[src/rtl/park_gate_ctrl.sv]
// Round-robin gate arbiter and barrier sequencer feeding the lot's car_in/car_out count path.
// Optional build macro EXIT_PRIORITY_EN: eligible exit lanes win over entry lanes, each group with its own pointer.
module park_gate_ctrl #(
  parameter int N_IN         = 2,
  parameter int N_OUT        = 2,
  parameter int CAPACITY     = 12,
  parameter int OPEN_TIMEOUT = 16,
  parameter int CLOSE_CYC    = 4,
  localparam int N           = N_IN + N_OUT,
  localparam int GW          = $clog2(N)
) (
  input  logic             clk,
  input  logic             rst,
  input  logic [N_IN-1:0]  entry_req,
  input  logic [N_OUT-1:0] exit_req,
  input  logic [N-1:0]     pass_det,
  input  logic [3:0]       free_spot,
  input  logic             parking_full,
  output logic [N-1:0]     gate_open,
  output logic [GW-1:0]    grant_id,
  output logic             car_in,
  output logic             car_out,
  output logic [N_IN-1:0]  entry_deny,
  output logic             timeout,
  output logic             busy
);

  localparam int TMAX = (OPEN_TIMEOUT > CLOSE_CYC) ? OPEN_TIMEOUT : CLOSE_CYC;
  localparam int TW   = $clog2(TMAX);

  typedef enum logic [1:0] {IDLE, OPEN, COMMIT, CLOSE} state_t;

  // Handshake: a lane request is a level; it is accepted when its barrier opens
  // (grant), and the passage completes only when that lane's pass_det is seen in OPEN.
  state_t         state_q, state_d;
  logic [TW-1:0]  timer_q, timer_d;
  logic [GW-1:0]  grant_q, grant_d;
  logic           timeout_q, timeout_d;
  logic [N-1:0]   elig;
  logic           pick_valid;
  logic [GW-1:0]  pick_id;
  logic           grant_fire;
  int             a_idx;

  always_comb begin
    elig = {exit_req & {N_OUT{free_spot < 4'(CAPACITY)}},
            entry_req & {N_IN{~parking_full}}};
  end

`ifdef EXIT_PRIORITY_EN
  logic [GW-1:0] ptr_in_q, ptr_in_d, ptr_out_q, ptr_out_d;
  logic          pick_exit;

  always_comb begin
    pick_valid = 1'b0;
    pick_exit  = 1'b0;
    pick_id    = '0;
    ptr_in_d   = ptr_in_q;
    ptr_out_d  = ptr_out_q;
    a_idx      = 0;
    for (int k = 0; k < N_OUT; k++) begin
      a_idx = int'(ptr_out_q) + k;
      if (a_idx >= N_OUT) a_idx = a_idx - N_OUT;
      if (!pick_valid && elig[GW'(N_IN + a_idx)]) begin
        pick_valid = 1'b1;
        pick_exit  = 1'b1;
        pick_id    = GW'(N_IN + a_idx);
        ptr_out_d  = (a_idx + 1 >= N_OUT) ? '0 : GW'(a_idx + 1);
      end
    end
    for (int k = 0; k < N_IN; k++) begin
      a_idx = int'(ptr_in_q) + k;
      if (a_idx >= N_IN) a_idx = a_idx - N_IN;
      if (!pick_valid && elig[GW'(a_idx)]) begin
        pick_valid = 1'b1;
        pick_id    = GW'(a_idx);
        ptr_in_d   = (a_idx + 1 >= N_IN) ? '0 : GW'(a_idx + 1);
      end
    end
  end

  always_ff @(posedge clk) begin
    if (!rst) begin
      ptr_in_q  <= '0;
      ptr_out_q <= '0;
    end else if (grant_fire) begin
      if (pick_exit) ptr_out_q <= ptr_out_d;
      else           ptr_in_q  <= ptr_in_d;
    end
  end
`else
  logic [GW-1:0] ptr_q, ptr_d;

  always_comb begin
    pick_valid = 1'b0;
    pick_id    = '0;
    ptr_d      = ptr_q;
    a_idx      = 0;
    for (int k = 0; k < N; k++) begin
      a_idx = int'(ptr_q) + k;
      if (a_idx >= N) a_idx = a_idx - N;
      if (!pick_valid && elig[GW'(a_idx)]) begin
        pick_valid = 1'b1;
        pick_id    = GW'(a_idx);
        ptr_d      = (a_idx + 1 >= N) ? '0 : GW'(a_idx + 1);
      end
    end
  end

  always_ff @(posedge clk) begin
    if (!rst)            ptr_q <= '0;
    else if (grant_fire) ptr_q <= ptr_d;
  end
`endif

  always_comb begin
    state_d    = state_q;
    timer_d    = timer_q + 1'b1;
    grant_d    = grant_q;
    timeout_d  = 1'b0;
    grant_fire = 1'b0;
    case (state_q)
      IDLE: begin
        timer_d = '0;
        if (pick_valid) begin
          grant_fire = 1'b1;
          grant_d    = pick_id;
          state_d    = OPEN;
        end
      end
      OPEN: begin
        // A pass seen on the expiry cycle still counts as a passage.
        if (pass_det[grant_q]) begin
          state_d = COMMIT;
          timer_d = '0;
        end else if (timer_q == TW'(OPEN_TIMEOUT - 1)) begin
          state_d   = CLOSE;
          timer_d   = '0;
          timeout_d = 1'b1;
        end
      end
      COMMIT: begin
        state_d = CLOSE;
        timer_d = '0;
      end
      CLOSE: begin
        if (timer_q == TW'(CLOSE_CYC - 1)) begin
          state_d = IDLE;
          timer_d = '0;
        end
      end
      default: begin
        state_d = IDLE;
        timer_d = '0;
      end
    endcase
  end

  always_ff @(posedge clk) begin
    if (!rst) begin
      state_q    <= IDLE;
      timer_q    <= '0;
      grant_q    <= '0;
      timeout_q  <= 1'b0;
      entry_deny <= '0;
    end else begin
      state_q    <= state_d;
      timer_q    <= timer_d;
      grant_q    <= grant_d;
      timeout_q  <= timeout_d;
      entry_deny <= entry_req & {N_IN{parking_full}};
    end
  end

  always_comb begin
    gate_open = '0;
    if (state_q == OPEN || state_q == COMMIT)
      gate_open = {{(N-1){1'b0}}, 1'b1} << grant_q;
    grant_id = grant_q;
    car_in   = (state_q == COMMIT) && (int'(grant_q) < N_IN);
    car_out  = (state_q == COMMIT) && (int'(grant_q) >= N_IN);
    timeout  = timeout_q;
    busy     = (state_q != IDLE);
  end

endmodule
[config.mk]
export PLATFORM = sky130hd
export DESIGN_NAME = park_gate_ctrl
export DESIGN_NICKNAME = d
export VERILOG_FILES = /design/src/rtl/park_gate_ctrl.sv
export SDC_FILE = /design/constraint.sdc
export NUM_CORES = 1
export LEC_CHECK = 0
export CORE_ASPECT_RATIO = 1.2
export CORE_UTILIZATION = 51
export CTS_BUF_LIST = sky130_fd_sc_hd__clkbuf_2
export DETAILED_ROUTE_END_ITERATION = 6
export PLACE_DENSITY = 0.83
export SYNTH_ARGS = -nofsm -noshare
export SYNTH_HDL_FRONTEND = slang
export SYNTH_SLANG_ARGS = --single-unit
export TNS_END_PERCENT = 20
[constraint.sdc]
create_clock -name clk -period 2.2 [get_ports clk]
set_clock_uncertainty 0.05 [all_clocks]
set_input_delay 0.55 -clock clk [delete_from_list [all_inputs] [get_ports clk]]
set_output_delay 0.55 -clock clk [all_outputs]
set_load 0.1 [all_outputs]
# Yosys cells after proc, flatten, opt, wreduce, memory -nomap -nowiden
# Index checks and enable logic that the tools add are counted.
# Widths: inputs -> output; s select.
[totals]
rom_bits = 0
elab_cells = 113
n_memories = 0
latchBits = 0
input_bits = 15
mem_bits_rw = 0
reg_bits = 13
[classes]
mul = 0
bitwise = 6
n_eq_ne = 8
n_shift = 1
mux = 47
n_reduce_logical = 17
n_addsub = 12
div = 0
order_cmp = 16
[ops]
columns = ["cell", "count"]
rows = [
  ["$add 32x2->32 const B", 4],
  ["$ge 32x4->1 const B", 4],
  ["$mux 32", 4],
  ["$mux 2", 16],
  ["$lt 2x4->1 const B", 4],
  ["$mux 1", 16],
  ["$mux 4", 4],
  ["$pmux 4 s3", 1],
  ["$sub 3x3->4 const B", 3],
  ["$bmux 1 s2", 5],
  ["$ge 3x3->1 const B", 3],
  ["$pmux 2 s4", 1],
  ["$add 2x2->3 const B", 2],
  ["$and 2x2->2", 3],
  ["$logic_and 1x1->1", 5],
  ["$add 4x1->4 const B", 1],
  ["$eq 2x2->1 const B", 2],
  ["$eq 4x2->1 const B", 1],
  ["$eq 4x4->1 const B", 1],
  ["$lt 4x4->1 const B", 1],
  ["$ne 2x2->1 const B", 2],
  ["$reduce_and 2->1", 2],
  ["$reduce_bool 4->1", 1],
  ["$shl 1x2->4 const A", 1],
  ["other kinds (16)", 20],
]

# Longest topological paths before layout
[depth]
ltp_word = 18
mapped_depth = 9

# Least setup slack after synthesis
# OpenSTA, ideal clock, no wires.
[synth_timing]
path_type = "reg-to-output"
from = "reg grant_q[1], in the netlist grant_id[1]"
to = "out gate_open[0]"
path_slack_ns = -1.468
required_ns = 1.600
stages_incl_launch_ff = 2
arrival_ns = 3.068
cell_sequence = "dfxtp_1 -> nor3b_1"
[synth_between]
elab_chain_len = 2
[synth_rtl]
columns = ["item", "line_no", "rtl"]
rows = [
  ["start, declared", "37", "logic [GW-1:0] grant_q, grant_d;"],
  ["start signal, assigned", "169", "grant_q <= grant_d;"],
  ["$shl 1x2->4", "178", "gate_open = {{(N-1){1'b0}}, 1'b1} << grant_q;"],
  ["$mux 4", "177", "if (state_q == OPEN || state_q == COMMIT)"],
  ["end, declared", "19", "output logic [N-1:0] gate_open,"],
]
# No other way between the ends.

# Worst setup path after layout
[layout_timing]
from = "reg state_q[0]"
to = "out gate_open[0]"
[layout_between]
elab_chain_len = 3
word_cells_on_any_way = 4
[layout_rtl]
columns = ["item", "line_no", "rtl"]
rows = [
  ["start, declared", "35", "state_t state_q, state_d;"],
  ["start signal, assigned", "167", "state_q <= state_d;"],
  ["$eq 2x1->1 or $eq 2x2->1 (tied branches)", "177", ""],
  ["$logic_or 1x1->1 *", "177", ""],
  ["$mux 4 *", "177", ""],
]
# Every way passes the cells marked *; elsewhere a longest branch is shown, timed or not.

==> summary.md <==
| Metric | Value |
|---|---|
| Run status | `completed` |
| Final total power | `2.07 mW` |
| Post-synthesis cell area | `0.00110 mm^2` |
| Synth-to-Final Area Change | `43.4%` |
| # diodes | `0` |
| Max incr delay on CP | `0.37 ns` |
| Final Hold Vio Count | `0` |
| Number of standard cells after synthesis | `131` |
| Max capacitance violation total | `0` |
| Share of the cycle needed by the critical path after routing | `94.6%` |
| Slew margin rel. | `just over 70%` |
| Total power per unit cell area | `about 1300 mW/mm^2` |
| Clock Sink Count | `13` |
| Buffer levels on the longest clock path | `2` |
| Top-level port count | `27` |
| Per-instance average area after synthesis | `roughly 8.4 um^2` |
| Total of fill cells in the finished design | `149` |
| Max Clk Rate | `between 400 and 500 MHz` |
| Maximum net fanout on the critical path | `5` |
| Area share of the largest cell type after synthesis | `a little under a quarter` |
| Die outline area | `0.00235 mm^2` |
| DRT Wirelength | `2940 um` |
| Antenna violations before repair | `0` |
| Proportion of synthesized flip-flops having asynchronous set or reset | `0%` |
| Post-Route Setup TNS | `0 ns` |
| GRT Total Usage | `between 20 and 30%` |
| Vias per std cell | `5.87` |
| Wire length per cell | `~15 um` |
| Count of port buffers added during placement | `24` |
| Cell breakdown of the critical path | `inv_1, ha_4, nor3b_4, buf_12` |
| Synth Flop Type | `dfxtp_1` |
| Class of the most critical setup path | `reg -> out` |
| Length in cells of the worst reg-to-reg path | `6` |
| Share of cells above drive strength 1 | `29.8%` |
| Distinct cell type count of the synthesized netlist | `53` |
| Leakage | `roughly 0.64 nW` |
| Clock transition at the registers of the reported paths | `roughly 0.12 ns` |
| Synthesis-stage register bit count | `13` |
| RSZ-0062 raised after global routing | `no` |
| DRC violations left | `0` |
| Number of cell rows | `18` |
| Width of the chip | `44.5 um` |
| Setup violation total in the final timing report | `0` |
| Startpoint type of the worst setup path | `flop` |
| First-pass GRT wire length | `4710 um` |
| Placed wire-length estimate | `around 2400 um` |
| Arrival time at the worst endpoint | `1.48 ns` |
| Worst min-delay path class | `reg -> reg` |
| Worst voltage drop across the vdd grid | `0.00108 V` |
| Net total in the final layout | `approximately 190` |
| Number of flops mapped to enable cells by yosys | `0` |
| Height of the chip | `53.0 um` |
| CTS Root Buffer Type | `clkbuf_2` |
| Post-synth net total | `155` |
| Number of synthesis warnings | `0` |
| Area taken by multi-input logic gates | `826 um^2` |
| Via count of the first global-routing pass | `around 1200` |
| Remaining global-route overflow | `0` |
| Flop-to-flop setup slack | `0.25 ns` |
| Detailed-route via count | `1162` |
| TritonCTS clock tree | `done` |
| Routability Congestion | `0.908` |
| Max-slew violation count | `0` |
| Crit path time final | `between 2 and 2.5 ns` |
| Worst Setup Slack post-DPL | `-0.0887 ns` |
| Slowest cell on the critical path | `dfxtp_2` |
| Post-CTS setup buffers | `0` |
| Core Region | `0.00205 mm^2` |
| Critical Path End Type | `primary output` |
| Cell types occupying the most area after synthesis | `dfxtp_1 (24%), ha_1 (10%), nand2_1 (3.7%)` |
| Initial core utilization | `53.8%` |
| Worst hold stages | `1` |
| Pre-antenna DRT Iters | `4` |
| Depth of the CTS H-tree | `1` |
| Pin count of the biggest net entering global routing | `15` |
| CP required | `approximately 1.6 ns` |
| DRT iter0 DRCs | `31` |
| Minimum setup slack in the final design | `between 0.1 and 0.15 ns` |
| ANT nets after route | `0` |
| Top cell type by total area after synthesis | `dfxtp_1` |
| Clock network latency to the later pin of the worst-skew pair | `around 0.28 ns` |
| Share of synthesized area occupied by flip-flops and latches | `between 20% and 30%` |
| Register area | `265 um^2` |
| Transition at the pin with the smallest max-transition slack | `0.436 ns` |
| Num CTS Buffers | `3` |
final timing paths:
check        startpoint           end
max          state_q[0]  gate_open[0]
min          timer_q[0]    timer_q[0]
min reg2reg  timer_q[0]    timer_q[0]
max reg2reg    ptr_q[0]      ptr_q[0]
power by group:
part	internal, mW	switching [mW]
Combinational	0.633	0.950
Sequential	0.292	0.0680
Clock	0.0482	0.0813
Total	0.973	1.10
flip-flops by register name, indices dropped and copies added, names as in the netlist:
signal / flops
entry_deny: 2
ptr_q: 2
timer_q: 4
state_q: 2
timeout: 1
grant_id: 2
stage by stage:
stage                     area (um^2)  util, %  hold WS [ns]  std cells
after floorplan                  1130        -         0.368        131
after global placement           1550     75.5         0.383        194
after detailed placement         1550     75.5         0.421        194
after CTS                        1570     76.5         0.440        198
after global routing             1580     77.2         0.472        198
final                            1580     77.2         0.430        198
per-layer routing:
metal | vias to the layer above | GRT usage, % | wire [um]
met4 | 0 | 10.1 | 57
met5 | - | 0 | 0
li1 | 575 | - | -
met1 | 537 | 27.7 | 1150
met2 | 39 | 54.4 | 1620
met3 | 11 | 5.46 | 117
layout by cell type (no fill, tap or decap), types with 4 or more instances in the layout:
| cell | instances |
|---|---|
| a21oi_1 | 6 |
| o22ai_1 | 4 |
| nor2_1 | 7 |
| inv_1 | 9 |
| clkdlybuf4s50_1 | 12 |
| nand3_1 | 6 |
| buf_12 | 8 |
| clkbuf_2 | 4 |
| ha_1 | 8 |
| dfxtp_1 | 9 |
| buf_4 | 16 |
| nand2_1 | 11 |
| dfxtp_2 | 4 |
Yosys cell counts, drive strengths merged (3+ instances only):
| master | number |
|---|---|
| a21oi | 6 |
| a32o | 3 |
| and2 | 3 |
| and3 | 3 |
| dfxtp | 13 |
| ha | 9 |
| inv | 9 |
| mux2 | 4 |
| nand2 | 11 |
| nand3 | 6 |
| nor2 | 9 |
| nor2b | 3 |
| o2111ai | 3 |
| o21ai | 5 |
| o22ai | 4 |
worst max-delay path: cells and delay by family, from the launching register on:
family / cells / cell delay, ns
buffers and inverters: 2 / 0.30
adder cells (fa/ha/maj): 1 / 0.30
AND/OR/NAND/NOR: 1 / 0.22
flip-flops: 1 / 0.37
cells by family after synthesis:
family          count (synthesis)  synth area share, %
flops                          13                 23.6
simple gates                   48                 23.8
compound gates                 41                 28.1
buf+inv                        12                 4.87
mux                             7                 8.62
fa+ha+maj                       9                 10.2
xor+xnor                        1                0.794
area by class of cell:
type | count | share of cell area, %
multi-input cells | 106 | 52.2
repair buffers | 36 | 25.3
flip-flops and latches | 13 | 16.8
well taps | 30 | 2.37
inverters | 9 | 2.13
clock buffers | 4 | 1.26
what timing repair did:
action / 4_1_cts / 5_1_grt
gates resized for setup: 0 / 3
hold buffers: 0 / 0
setup endpoints to repair: 0 / 4
No activity file was read; power rests on OpenSTA's default activity.
